## config.mk

```make
export PLATFORM = sky130hd
export DESIGN_NAME = spi_transaction_sequencer_flat
export DESIGN_NICKNAME = d
export VERILOG_FILES = /design/src/rtl/spi_transaction_sequencer_pkg.sv /design/src/rtl/spi_transaction_sequencer_if.sv /design/src/rtl/spi_transaction_sequencer_delay_counter.sv /design/src/rtl/spi_transaction_sequencer.sv /design/src/flat_wrapper.sv
export SDC_FILE = /design/constraint.sdc
export NUM_CORES = 1
export LEC_CHECK = 0
export ABC_AREA = 0
export ABC_CLOCK_PERIOD_IN_PS = 2850
export CORE_ASPECT_RATIO = 0.8
export CORE_UTILIZATION = 47
export CTS_BUF_LIST = sky130_fd_sc_hd__clkbuf_8
export DETAILED_ROUTE_END_ITERATION = 6
export PLACE_DENSITY = 0.83
export SYNTH_ARGS = -nofsm -noshare
export SYNTH_HDL_FRONTEND = slang
export SYNTH_SLANG_ARGS = --single-unit
```

## constraint.sdc

```tcl
create_clock -name i_clk -period 2.85 [get_ports i_clk]
set_clock_uncertainty 0.2 [all_clocks]
set_input_delay 0.57 -clock i_clk [delete_from_list [all_inputs] [get_ports i_clk]]
set_output_delay 0.57 -clock i_clk [all_outputs]
set_load 0.02 [all_outputs]
```

## src/rtl/spi_transaction_sequencer_pkg.sv

```systemverilog
// Shared definitions for the SPI transaction sequencer: FSM state encoding,
// default chip-select timing and a helper sizing the shared delay counter.
package spi_transaction_sequencer_pkg;

   localparam int DEF_MAX_BYTES        = 16;
   localparam int DEF_CS_SETUP_CLKS    = 2;
   localparam int DEF_CS_HOLD_CLKS     = 2;
   localparam int DEF_CS_INACTIVE_CLKS = 4;

   typedef enum logic [2:0] {
      SEQ_IDLE     = 3'd0,
      SEQ_CS_SETUP = 3'd1,
      SEQ_FETCH    = 3'd2,
      SEQ_SEND     = 3'd3,
      SEQ_WAIT_RX  = 3'd4,
      SEQ_CS_HOLD  = 3'd5,
      SEQ_CS_GAP   = 3'd6
   } seq_state_t;

   // The counter is loaded with (cycles - 1), so it must hold max-1.
   function automatic int delay_w(input int a, input int b, input int c);
      int m;
      m = a;
      if (b > m) m = b;
      if (c > m) m = c;
      return (m < 2) ? 1 : $clog2(m);
   endfunction

endpackage

```

## src/rtl/spi_transaction_sequencer_if.sv

```systemverilog
// Request, TX/RX byte and controller-side signals of the transaction sequencer.
// slave is the sequencer's view; master is the surrounding environment's view.
interface spi_transaction_sequencer_if #(
   parameter int LEN_W = 5
);
   logic [LEN_W-1:0] i_Req_Len;
   logic             i_Req_Valid;
   logic             o_Req_Ready;
   logic [7:0]       i_TX_Byte;
   logic             i_TX_Valid;
   logic             o_TX_Ready;
   logic [7:0]       o_RX_Byte;
   logic             o_RX_Valid;
   logic             o_Done;
   logic             o_Busy;
   logic [7:0]       o_Ctl_TX_Byte;
   logic             o_Ctl_TX_DV;
   logic             i_Ctl_TX_Ready;
   logic             i_Ctl_RX_DV;
   logic [7:0]       i_Ctl_RX_Byte;
   logic             o_SPI_CS_n;

   modport slave (
      input  i_Req_Len, i_Req_Valid, i_TX_Byte, i_TX_Valid,
             i_Ctl_TX_Ready, i_Ctl_RX_DV, i_Ctl_RX_Byte,
      output o_Req_Ready, o_TX_Ready, o_RX_Byte, o_RX_Valid, o_Done, o_Busy,
             o_Ctl_TX_Byte, o_Ctl_TX_DV, o_SPI_CS_n
   );

   modport master (
      output i_Req_Len, i_Req_Valid, i_TX_Byte, i_TX_Valid,
             i_Ctl_TX_Ready, i_Ctl_RX_DV, i_Ctl_RX_Byte,
      input  o_Req_Ready, o_TX_Ready, o_RX_Byte, o_RX_Valid, o_Done, o_Busy,
             o_Ctl_TX_Byte, o_Ctl_TX_DV, o_SPI_CS_n
   );
endinterface

```

## src/rtl/spi_transaction_sequencer_delay_counter.sv

```systemverilog
// Loadable down-counter with terminal-count flag; shared by the chip-select
// setup, hold and inactive-gap states of the sequencer.
module spi_transaction_sequencer_delay_counter #(
   parameter int W = 2
) (
   input  logic         i_clk,
   input  logic         i_reset,
   input  logic         i_load,
   input  logic [W-1:0] i_load_val,
   output logic         o_tc
);

   logic [W-1:0] cnt_q;
   logic [W-1:0] cnt_d;

   always_comb begin
      cnt_d = cnt_q;
      if (i_load) begin
         cnt_d = i_load_val;
      end else if (cnt_q != '0) begin
         cnt_d = cnt_q - W'(1);
      end
   end

   always_ff @(posedge i_clk or posedge i_reset) begin
      if (i_reset) begin
         cnt_q <= '0;
      end else begin
         cnt_q <= cnt_d;
      end
   end

   assign o_tc = (cnt_q == '0);

endmodule

```

## src/rtl/spi_transaction_sequencer.sv

```systemverilog
// Frames a multi-byte SPI transaction with chip select and timed gaps, feeding
// TX bytes to the byte-level controller and returning each RX byte.
module spi_transaction_sequencer
   import spi_transaction_sequencer_pkg::*;
#(
   parameter int MAX_BYTES        = DEF_MAX_BYTES,
   parameter int CS_SETUP_CLKS    = DEF_CS_SETUP_CLKS,
   parameter int CS_HOLD_CLKS     = DEF_CS_HOLD_CLKS,
   parameter int CS_INACTIVE_CLKS = DEF_CS_INACTIVE_CLKS
) (
   input logic                        i_clk,
   input logic                        i_reset,
   spi_transaction_sequencer_if.slave bus
);

   localparam int LEN_W = $clog2(MAX_BYTES + 1);
   localparam int DLY_W = delay_w(CS_SETUP_CLKS, CS_HOLD_CLKS, CS_INACTIVE_CLKS);

   localparam logic [LEN_W-1:0] MAX_LEN  = LEN_W'(MAX_BYTES);
   localparam logic [DLY_W-1:0] SETUP_LD = DLY_W'(CS_SETUP_CLKS - 1);
   localparam logic [DLY_W-1:0] HOLD_LD  = DLY_W'(CS_HOLD_CLKS - 1);
   localparam logic [DLY_W-1:0] GAP_LD   = DLY_W'(CS_INACTIVE_CLKS - 1);

   seq_state_t       state_q, state_d;
   logic [LEN_W-1:0] len_q, len_d;
   logic [LEN_W-1:0] count_q, count_d;
   logic [7:0]       ctl_tx_byte_q, ctl_tx_byte_d;
   logic             ctl_tx_dv_q, ctl_tx_dv_d;
   logic [7:0]       rx_byte_q, rx_byte_d;
   logic             rx_valid_q, rx_valid_d;
   logic             done_q, done_d;
   logic             cs_n_q, cs_n_d;

   logic             dly_load;
   logic [DLY_W-1:0] dly_val;
   logic             dly_tc;

   spi_transaction_sequencer_delay_counter #(.W(DLY_W)) u_delay (
      .i_clk      (i_clk),
      .i_reset    (i_reset),
      .i_load     (dly_load),
      .i_load_val (dly_val),
      .o_tc       (dly_tc)
   );

   always_comb begin
      state_d       = state_q;
      len_d         = len_q;
      count_d       = count_q;
      ctl_tx_byte_d = ctl_tx_byte_q;
      ctl_tx_dv_d   = 1'b0;
      rx_byte_d     = rx_byte_q;
      rx_valid_d    = 1'b0;
      done_d        = 1'b0;
      cs_n_d        = cs_n_q;
      dly_load      = 1'b0;
      dly_val       = SETUP_LD;

      case (state_q)
         SEQ_IDLE: begin
            if (bus.i_Req_Valid) begin
               len_d    = (bus.i_Req_Len > MAX_LEN) ? MAX_LEN : bus.i_Req_Len;
               count_d  = '0;
               dly_load = 1'b1;
               // An empty request never touches the bus but still reports done.
               if (bus.i_Req_Len == '0) begin
                  state_d = SEQ_CS_GAP;
                  done_d  = 1'b1;
                  dly_val = GAP_LD;
               end else begin
                  state_d = SEQ_CS_SETUP;
                  cs_n_d  = 1'b0;
                  dly_val = SETUP_LD;
               end
            end
         end
         SEQ_CS_SETUP: begin
            if (dly_tc) state_d = SEQ_FETCH;
         end
         SEQ_FETCH: begin
            if (bus.i_TX_Valid) begin
               ctl_tx_byte_d = bus.i_TX_Byte;
               state_d       = SEQ_SEND;
            end
         end
         SEQ_SEND: begin
            if (bus.i_Ctl_TX_Ready) begin
               ctl_tx_dv_d = 1'b1;
               state_d     = SEQ_WAIT_RX;
            end
         end
         SEQ_WAIT_RX: begin
            // Controller ready is deliberately ignored here; only RX advances.
            if (bus.i_Ctl_RX_DV) begin
               rx_byte_d  = bus.i_Ctl_RX_Byte;
               rx_valid_d = 1'b1;
               count_d    = count_q + LEN_W'(1);
               if (count_d == len_q) begin
                  state_d  = SEQ_CS_HOLD;
                  dly_load = 1'b1;
                  dly_val  = HOLD_LD;
               end else begin
                  state_d = SEQ_FETCH;
               end
            end
         end
         SEQ_CS_HOLD: begin
            if (dly_tc) begin
               cs_n_d   = 1'b1;
               done_d   = 1'b1;
               state_d  = SEQ_CS_GAP;
               dly_load = 1'b1;
               dly_val  = GAP_LD;
            end
         end
         SEQ_CS_GAP: begin
            if (dly_tc) state_d = SEQ_IDLE;
         end
         default: begin
            state_d = SEQ_IDLE;
            cs_n_d  = 1'b1;
         end
      endcase
   end

   always_ff @(posedge i_clk or posedge i_reset) begin
      if (i_reset) begin
         state_q       <= SEQ_IDLE;
         len_q         <= '0;
         count_q       <= '0;
         ctl_tx_byte_q <= '0;
         ctl_tx_dv_q   <= 1'b0;
         rx_byte_q     <= '0;
         rx_valid_q    <= 1'b0;
         done_q        <= 1'b0;
         cs_n_q        <= 1'b1;
      end else begin
         state_q       <= state_d;
         len_q         <= len_d;
         count_q       <= count_d;
         ctl_tx_byte_q <= ctl_tx_byte_d;
         ctl_tx_dv_q   <= ctl_tx_dv_d;
         rx_byte_q     <= rx_byte_d;
         rx_valid_q    <= rx_valid_d;
         done_q        <= done_d;
         cs_n_q        <= cs_n_d;
      end
   end

   assign bus.o_Req_Ready   = (state_q == SEQ_IDLE);
   assign bus.o_Busy        = (state_q != SEQ_IDLE);
   assign bus.o_TX_Ready    = (state_q == SEQ_FETCH);
   assign bus.o_Ctl_TX_Byte = ctl_tx_byte_q;
   assign bus.o_Ctl_TX_DV   = ctl_tx_dv_q;
   assign bus.o_RX_Byte     = rx_byte_q;
   assign bus.o_RX_Valid    = rx_valid_q;
   assign bus.o_Done        = done_q;
   assign bus.o_SPI_CS_n    = cs_n_q;

endmodule

```

## src/flat_wrapper.sv

```systemverilog
// flat-port wrapper written by rule: the top's interface ports become plain ports
module spi_transaction_sequencer_flat import spi_transaction_sequencer_pkg::*;
#(
   parameter int MAX_BYTES        = DEF_MAX_BYTES,
   parameter int CS_SETUP_CLKS    = DEF_CS_SETUP_CLKS,
   parameter int CS_HOLD_CLKS     = DEF_CS_HOLD_CLKS,
   parameter int CS_INACTIVE_CLKS = DEF_CS_INACTIVE_CLKS
)
  (i_clk, i_reset, bus_i_Req_Len, bus_i_Req_Valid, bus_i_TX_Byte, bus_i_TX_Valid, bus_i_Ctl_TX_Ready, bus_i_Ctl_RX_DV, bus_i_Ctl_RX_Byte, bus_o_Req_Ready, bus_o_TX_Ready, bus_o_RX_Byte, bus_o_RX_Valid, bus_o_Done, bus_o_Busy, bus_o_Ctl_TX_Byte, bus_o_Ctl_TX_DV, bus_o_SPI_CS_n);
  spi_transaction_sequencer_if #(.LEN_W(($clog2(MAX_BYTES + 1)))) bus_i ();
  input logic i_clk;
  input logic i_reset;
  input wire logic [$bits(bus_i.i_Req_Len)-1:0] bus_i_Req_Len;
  input wire logic [$bits(bus_i.i_Req_Valid)-1:0] bus_i_Req_Valid;
  input wire logic [$bits(bus_i.i_TX_Byte)-1:0] bus_i_TX_Byte;
  input wire logic [$bits(bus_i.i_TX_Valid)-1:0] bus_i_TX_Valid;
  input wire logic [$bits(bus_i.i_Ctl_TX_Ready)-1:0] bus_i_Ctl_TX_Ready;
  input wire logic [$bits(bus_i.i_Ctl_RX_DV)-1:0] bus_i_Ctl_RX_DV;
  input wire logic [$bits(bus_i.i_Ctl_RX_Byte)-1:0] bus_i_Ctl_RX_Byte;
  output wire logic [$bits(bus_i.o_Req_Ready)-1:0] bus_o_Req_Ready;
  output wire logic [$bits(bus_i.o_TX_Ready)-1:0] bus_o_TX_Ready;
  output wire logic [$bits(bus_i.o_RX_Byte)-1:0] bus_o_RX_Byte;
  output wire logic [$bits(bus_i.o_RX_Valid)-1:0] bus_o_RX_Valid;
  output wire logic [$bits(bus_i.o_Done)-1:0] bus_o_Done;
  output wire logic [$bits(bus_i.o_Busy)-1:0] bus_o_Busy;
  output wire logic [$bits(bus_i.o_Ctl_TX_Byte)-1:0] bus_o_Ctl_TX_Byte;
  output wire logic [$bits(bus_i.o_Ctl_TX_DV)-1:0] bus_o_Ctl_TX_DV;
  output wire logic [$bits(bus_i.o_SPI_CS_n)-1:0] bus_o_SPI_CS_n;
  assign bus_i.i_Req_Len = bus_i_Req_Len;
  assign bus_i.i_Req_Valid = bus_i_Req_Valid;
  assign bus_i.i_TX_Byte = bus_i_TX_Byte;
  assign bus_i.i_TX_Valid = bus_i_TX_Valid;
  assign bus_i.i_Ctl_TX_Ready = bus_i_Ctl_TX_Ready;
  assign bus_i.i_Ctl_RX_DV = bus_i_Ctl_RX_DV;
  assign bus_i.i_Ctl_RX_Byte = bus_i_Ctl_RX_Byte;
  assign bus_o_Req_Ready = bus_i.o_Req_Ready;
  assign bus_o_TX_Ready = bus_i.o_TX_Ready;
  assign bus_o_RX_Byte = bus_i.o_RX_Byte;
  assign bus_o_RX_Valid = bus_i.o_RX_Valid;
  assign bus_o_Done = bus_i.o_Done;
  assign bus_o_Busy = bus_i.o_Busy;
  assign bus_o_Ctl_TX_Byte = bus_i.o_Ctl_TX_Byte;
  assign bus_o_Ctl_TX_DV = bus_i.o_Ctl_TX_DV;
  assign bus_o_SPI_CS_n = bus_i.o_SPI_CS_n;
  spi_transaction_sequencer #(.MAX_BYTES(MAX_BYTES), .CS_SETUP_CLKS(CS_SETUP_CLKS), .CS_HOLD_CLKS(CS_HOLD_CLKS), .CS_INACTIVE_CLKS(CS_INACTIVE_CLKS)) u_core (.i_clk(i_clk), .i_reset(i_reset), .bus(bus_i));
endmodule
```

Yosys cells after proc, flatten, opt, wreduce, memory -nomap -nowiden

Index checks and enable logic that the tools add are counted.

Word-level logic and storage cells: 79
Flip-flop bits (word level): 35

Reduce and logical (&&, ||, !) cells: 14
Eq/ne operators: 15
$add $sub $neg: 2
Bitwise operators: 1
$lt $le $gt $ge: 1
Mux-type cells: 36

Operators by type and width:

| operator                                              | number |
|---|---|
| two-way mux 3 bit                                     | 9 |
| one-hot mux 3 bit (7 select lines)                    | 1 |
| two-way mux 5 bit                                     | 3 |
| two-way mux 1 bit                                     | 13 |
| two-way mux 2 bit                                     | 5 |
| != test 2 bit (second input constant)                 | 5 |
| one-hot mux 5 bit (2 select lines)                    | 1 |
| == test 3 bit (second input constant)                 | 3 |
| AND reduction 7 bit                                   | 1 |
| == test 3 x 2 -> 1 bit (second input constant)        | 2 |
| != test 2 x 1 -> 1 bit (second input constant)        | 3 |
| one-hot mux 1 bit (3 select lines)                    | 2 |
| AND reduction 2 bit                                   | 3 |
| nonzero test 2 bit                                    | 3 |
| adder 5 x 1 -> 5 bit (second input constant)          | 1 |
| == test 5 bit                                         | 1 |
| greater-than comparator 5 bit (second input constant) | 1 |
| logical NOT 5 bit                                     | 1 |
| OR reduction 5 bit                                    | 1 |
| one-hot mux 2 bit (2 select lines)                    | 1 |
| AND reduction 4 bit                                   | 1 |
| == test 3 x 1 -> 1 bit (second input constant)        | 1 |
| logical NOT 3 bit                                     | 1 |
| AND reduction 3 bit                                   | 1 |
| other kinds (5)                                       | 5 |

Depth between registers and ports, before layout

Depth after elaboration: 6
Depth in mapped cells: 7
Mapped depth without buffers: 6

Hierarchy

From an unflattened synthesis, not the netlist that was laid out.

Cell total of the unflattened synthesis: 171
Area total of the unflattened synthesis: 1720.4 um2

By module, submodules not included:

| module                                  | instances | sequential area each (um2) | area each (um2) | cells each |
|---|---|---|---|---|
| spi_transaction_sequencer               | 1         | 827.0                      | 1592.8          | 158 |
| spi_transaction_sequencer_delay_counter | 1         | 50.0                       | 127.6           | 13 |

Worst setup path before layout

OpenSTA, ideal clock, no wires.

Kind: reg-to-output
Start point: register u_core.state_q[0]
End point: output bus_o_Busy
Data arrival time: 1494 ps
Required time: 2080 ps
Buffers on the path: 2
Stages on the path, launching flop included: 5
Path slack: 586 ps
Cell sequence: dfrtp_1 > buf_2 > buf_1 > nor3_1 > inv_1

Word-level cells in the longest chain between the ends: 1

RTL lines:

| what                   | RTL line                         | text |
|---|---|---|
| from (decl)            | spi_transaction_sequencer.sv:24  | `seq_state_t state_q, state_d;` |
| from (signal assigned) | spi_transaction_sequencer.sv:138 | `state_q <= state_d;` |
| nonzero test 3 bit     | spi_transaction_sequencer.sv:151 | `assign bus.o_Busy = (state_q != SEQ_IDLE);` |
| to (decl)              | flat_wrapper.sv:25               | `output wire logic [$bits(bus_i.o_Busy)-1:0] bus_o_Busy;` |

Every way passes these cells.

Worst setup path after layout

Start point: register u_core.state_q[1]
End point: output bus_o_TX_Ready

Word-level cells in the longest chain between the ends: 1

RTL lines:

| what                   | RTL line                         | text |
|---|---|---|
| == test 3 x 2 -> 1 bit | spi_transaction_sequencer.sv:152 | `assign bus.o_TX_Ready = (state_q == SEQ_FETCH);` |
| to (decl)              | flat_wrapper.sv:21               | `output wire logic [$bits(bus_i.o_TX_Ready)-1:0] bus_o_TX_Ready;` |

Every way passes these cells.

==> impl_metrics.tcl <==
set metrics [dict create \
    dieArea_mm2 0.00397 \
    min_path_type "reg -> reg" \
    hold_depth 2 \
    antenna_cells 0 \
    firstDrtPassIters 4 \
    ios 50 \
    cts_buffer_depth 2 \
    globalRouteOverflowTotal 0 \
    final-setup-viol-count 0 \
    cts_buffers 5 \
    drv_slew 0 \
    synth_seq_cells 35 \
    crit_required_ns 2.08 \
    post-route-drc-count 0 \
    antenna_found_initial 0 \
    final_util 0.676 \
    synthDistinctLibCells 44 \
    r2r_cells 6 \
    vdd_drop_max_mv 0.544 \
    grt_usage 0.214 \
    fin_cells 253 \
    cts.sinks 35 \
    crit_start "u_core.state_q[1]" \
    ys.warnings.count 0 \
    status "finished clean" \
    coreArea_mm2 0.00349 \
    place.gp.congestion 0.828 \
    crit_path_max_fanout 12 \
    syn_nets 189 \
    drtIter0Drc 66 \
    fin_tns_setup_ns 0 \
    worstMarginPinSlew_ns 0.424 \
    swShare 0.382 \
    async_reset_ff_frac 1.00 \
    leakage_uw 0.00101 \
    die_w_um 70.2 \
    vias 1362 \
    path_class "reg -> out" \
    p_sw_uw 943 \
    max_slew_margin 0.717 \
    die_y_um 56.6 \
    rsz0062_at_grt "no" \
    numPortBuffers 49 \
    row_count 19 \
    seq_area_frac_synth 0.501 \
    clk_pin_slew_ns 0.07 \
    htree_levels 2 \
    grt_max_degree 36 \
    dp.cells 245 \
    grt_pass1_vias 1441 \
    synth_area_mm2 0.00175 \
    fin_crit_sh 0.918 \
    finalCriticalPeriod_ns 2.62 \
    p_comb_frac 0.514 \
    viasPerCell 5.38 \
    powerDensity_mw_per_mm2 1050 \
    seq_power_share 0.350 \
    worstPathArrival_ns 1.85 \
    drt_wl_total_um 3710 \
    finish.net_count 239 \
    holdBufCountCts 0 \
    post_cts_buffers 0 \
    worstSkewPairLatency_ns 0.28 \
    drive_above_1_share 0.166 \
    wire_per_inst_um 14.7 \
    dpl.hpwl_um 2810 \
    start_util 0.501 \
    cts_tree "done" \
    clock.fmax_mhz 382 \
    grt_first_pass_wirelength_um 6570 \
    syn_area_per_cell_um2 10.9 \
    p_int_uw 1530 \
    fin_total_pwr_uw 2470 \
    cp-end-kind "output pin" \
    cap_violations 0 \
    synth-edff-count 0 \
    hold_start "u_core.len_q[4]" \
    cts_root_buf "clkbuf_8" \
    final_antenna_net_count 0 \
    regToRegStartpoint "u_core.u_delay.cnt_q[0]" \
    hold_viol 0 \
    crit_path_start_kind "flip-flop" \
    clkPwrFrac 0.136 \
    ys.flop_type "dfrtp_1" \
    netlist_instances 160 \
    area_growth_pct 35.0 \
]
[final timing paths]
check	end	slack, ns
worst max-delay path	bus_o_TX_Ready	0.23
worst min-delay path	u_core.len_q[4]	0.29
worst max register to register	u_core.state_q[2]	0.62
worst min register to register	u_core.len_q[4]	0.29
max in group asynchronous	u_core.bus.o_SPI_CS_n	1.63
min in group asynchronous	u_core.bus.o_Ctl_TX_Byte[2]	0.49
[per-stage QoR]
step                      setup slack (ns)  cell area [um2]  hold slack (ns)
after floorplan                      0.586             1750            0.247
after global placement               0.359             2270            0.273
after detailed placement             0.306             2270            0.275
after CTS                           0.0885             2360            0.292
after global routing                 0.136             2360            0.328
final                                0.233             2360            0.295
[kinds of logic (layout without fill, tap and decap cells)]
| kind of cell | count (synthesis) | after routing | share of synthesized area |
|---|---|---|---|
| mux | 19 | 19 | 0.127 |
| flops | 35 | 35 | 0.501 |
| buf+inv | 18 | 69 | 0.0465 |
| simple gates | 46 | 46 | 0.134 |
| compound gates | 31 | 31 | 0.123 |
| fa+ha+maj | 2 | 2 | 0.0143 |
| xor+xnor | 9 | 9 | 0.0536 |
[routing by layer]
layer	routed length (um)	GRT usage
met5	0	0
met3	217	0.0539
met2	1700	0.350
met1	1770	0.279
met4	22	0.0743
[what timing repair did]
| action | in CTS | in global routing |
|---|---|---|
| endpoints found under the setup margin | 0 | 1 |
| resized for setup | 0 | 1 |
| hold endpoints to repair | 0 | 0 |
[sequential cells by signal (all words and copies together) (netlist names)]
| register | flops |
|---|---|
| u_core.count_q | 5 |
| u_core.bus.o_Ctl_TX_DV | 1 |
| u_core.bus.o_Ctl_TX_Byte | 8 |
| u_core.bus.o_Done | 1 |
| u_core.u_delay.cnt_q | 2 |
| u_core.bus.o_RX_Byte | 8 |
| u_core.len_q | 5 |
| u_core.bus.o_RX_Valid | 1 |
| u_core.bus.o_SPI_CS_n | 1 |
| u_core.state_q | 3 |
[cells in the mapped netlist (2+ instances only)]
| cell | count | area (um2) |
|---|---|---|
| o21ai_0 | 12 | 60.1 |
| clkbuf_1 | 4 | 15.0 |
| nand2b_1 | 5 | 31.3 |
| xor2_1 | 3 | 26.3 |
| xnor2_1 | 5 | 43.8 |
| nand2_1 | 16 | 60.1 |
| mux2i_1 | 2 | 20.0 |
| nor3_1 | 4 | 20.0 |
| nor2_1 | 7 | 26.3 |
| mux2_2 | 16 | 180 |
| a21oi_1 | 4 | 20.0 |
| ha_1 | 2 | 25.0 |
| o22ai_1 | 2 | 12.5 |
| buf_2 | 5 | 25.0 |
| dfrtp_1 | 34 | 851 |
| nand3_1 | 4 | 20.0 |
| a221oi_1 | 2 | 17.5 |
| inv_1 | 7 | 26.3 |
[layout by cell type (no fill, tap or decap), types with 2 or more instances in the layout]
master	instances
nand2_1	16
o22ai_1	2
mux2i_1	2
o21ai_0	12
a21oi_1	4
clkbuf_8	5
nand2b_1	5
nor3_1	4
nor2_1	7
buf_4	5
nand3_1	4
a221oi_1	2
ha_1	2
xor2_1	3
xnor2_1	5
mux2_2	16
dfrtp_1	33
inv_1	8
clkdlybuf4s50_1	49
[power groups by stage]
stage / clock network [uW] / logic, uW / registers, uW
floorplan: 0 / 689 / 973
global placement: 0 / 1230 / 851
detailed placement: 0 / 1270 / 871
CTS: 347 / 1280 / 862
global route: 373 / 1380 / 899
finish: 337 / 1270 / 864
[critical path: stages (launching register included)]
cell and delay, ns:
dfrtp_2 0.48, inv_1 0.16, nor3_1 0.27, clkdlybuf4s50_1 0.66
[cell type report]
cell class	instances	area, um2
fillers	256	1130
repair buffers	54	528
flip-flops and latches	35	878
clock buffers	5	68.8
multi-input cells	107	791
well taps	42	52.6
inverters	7	26.3
clock inverters	3	16.3
(Power assumes the default switching activity.)
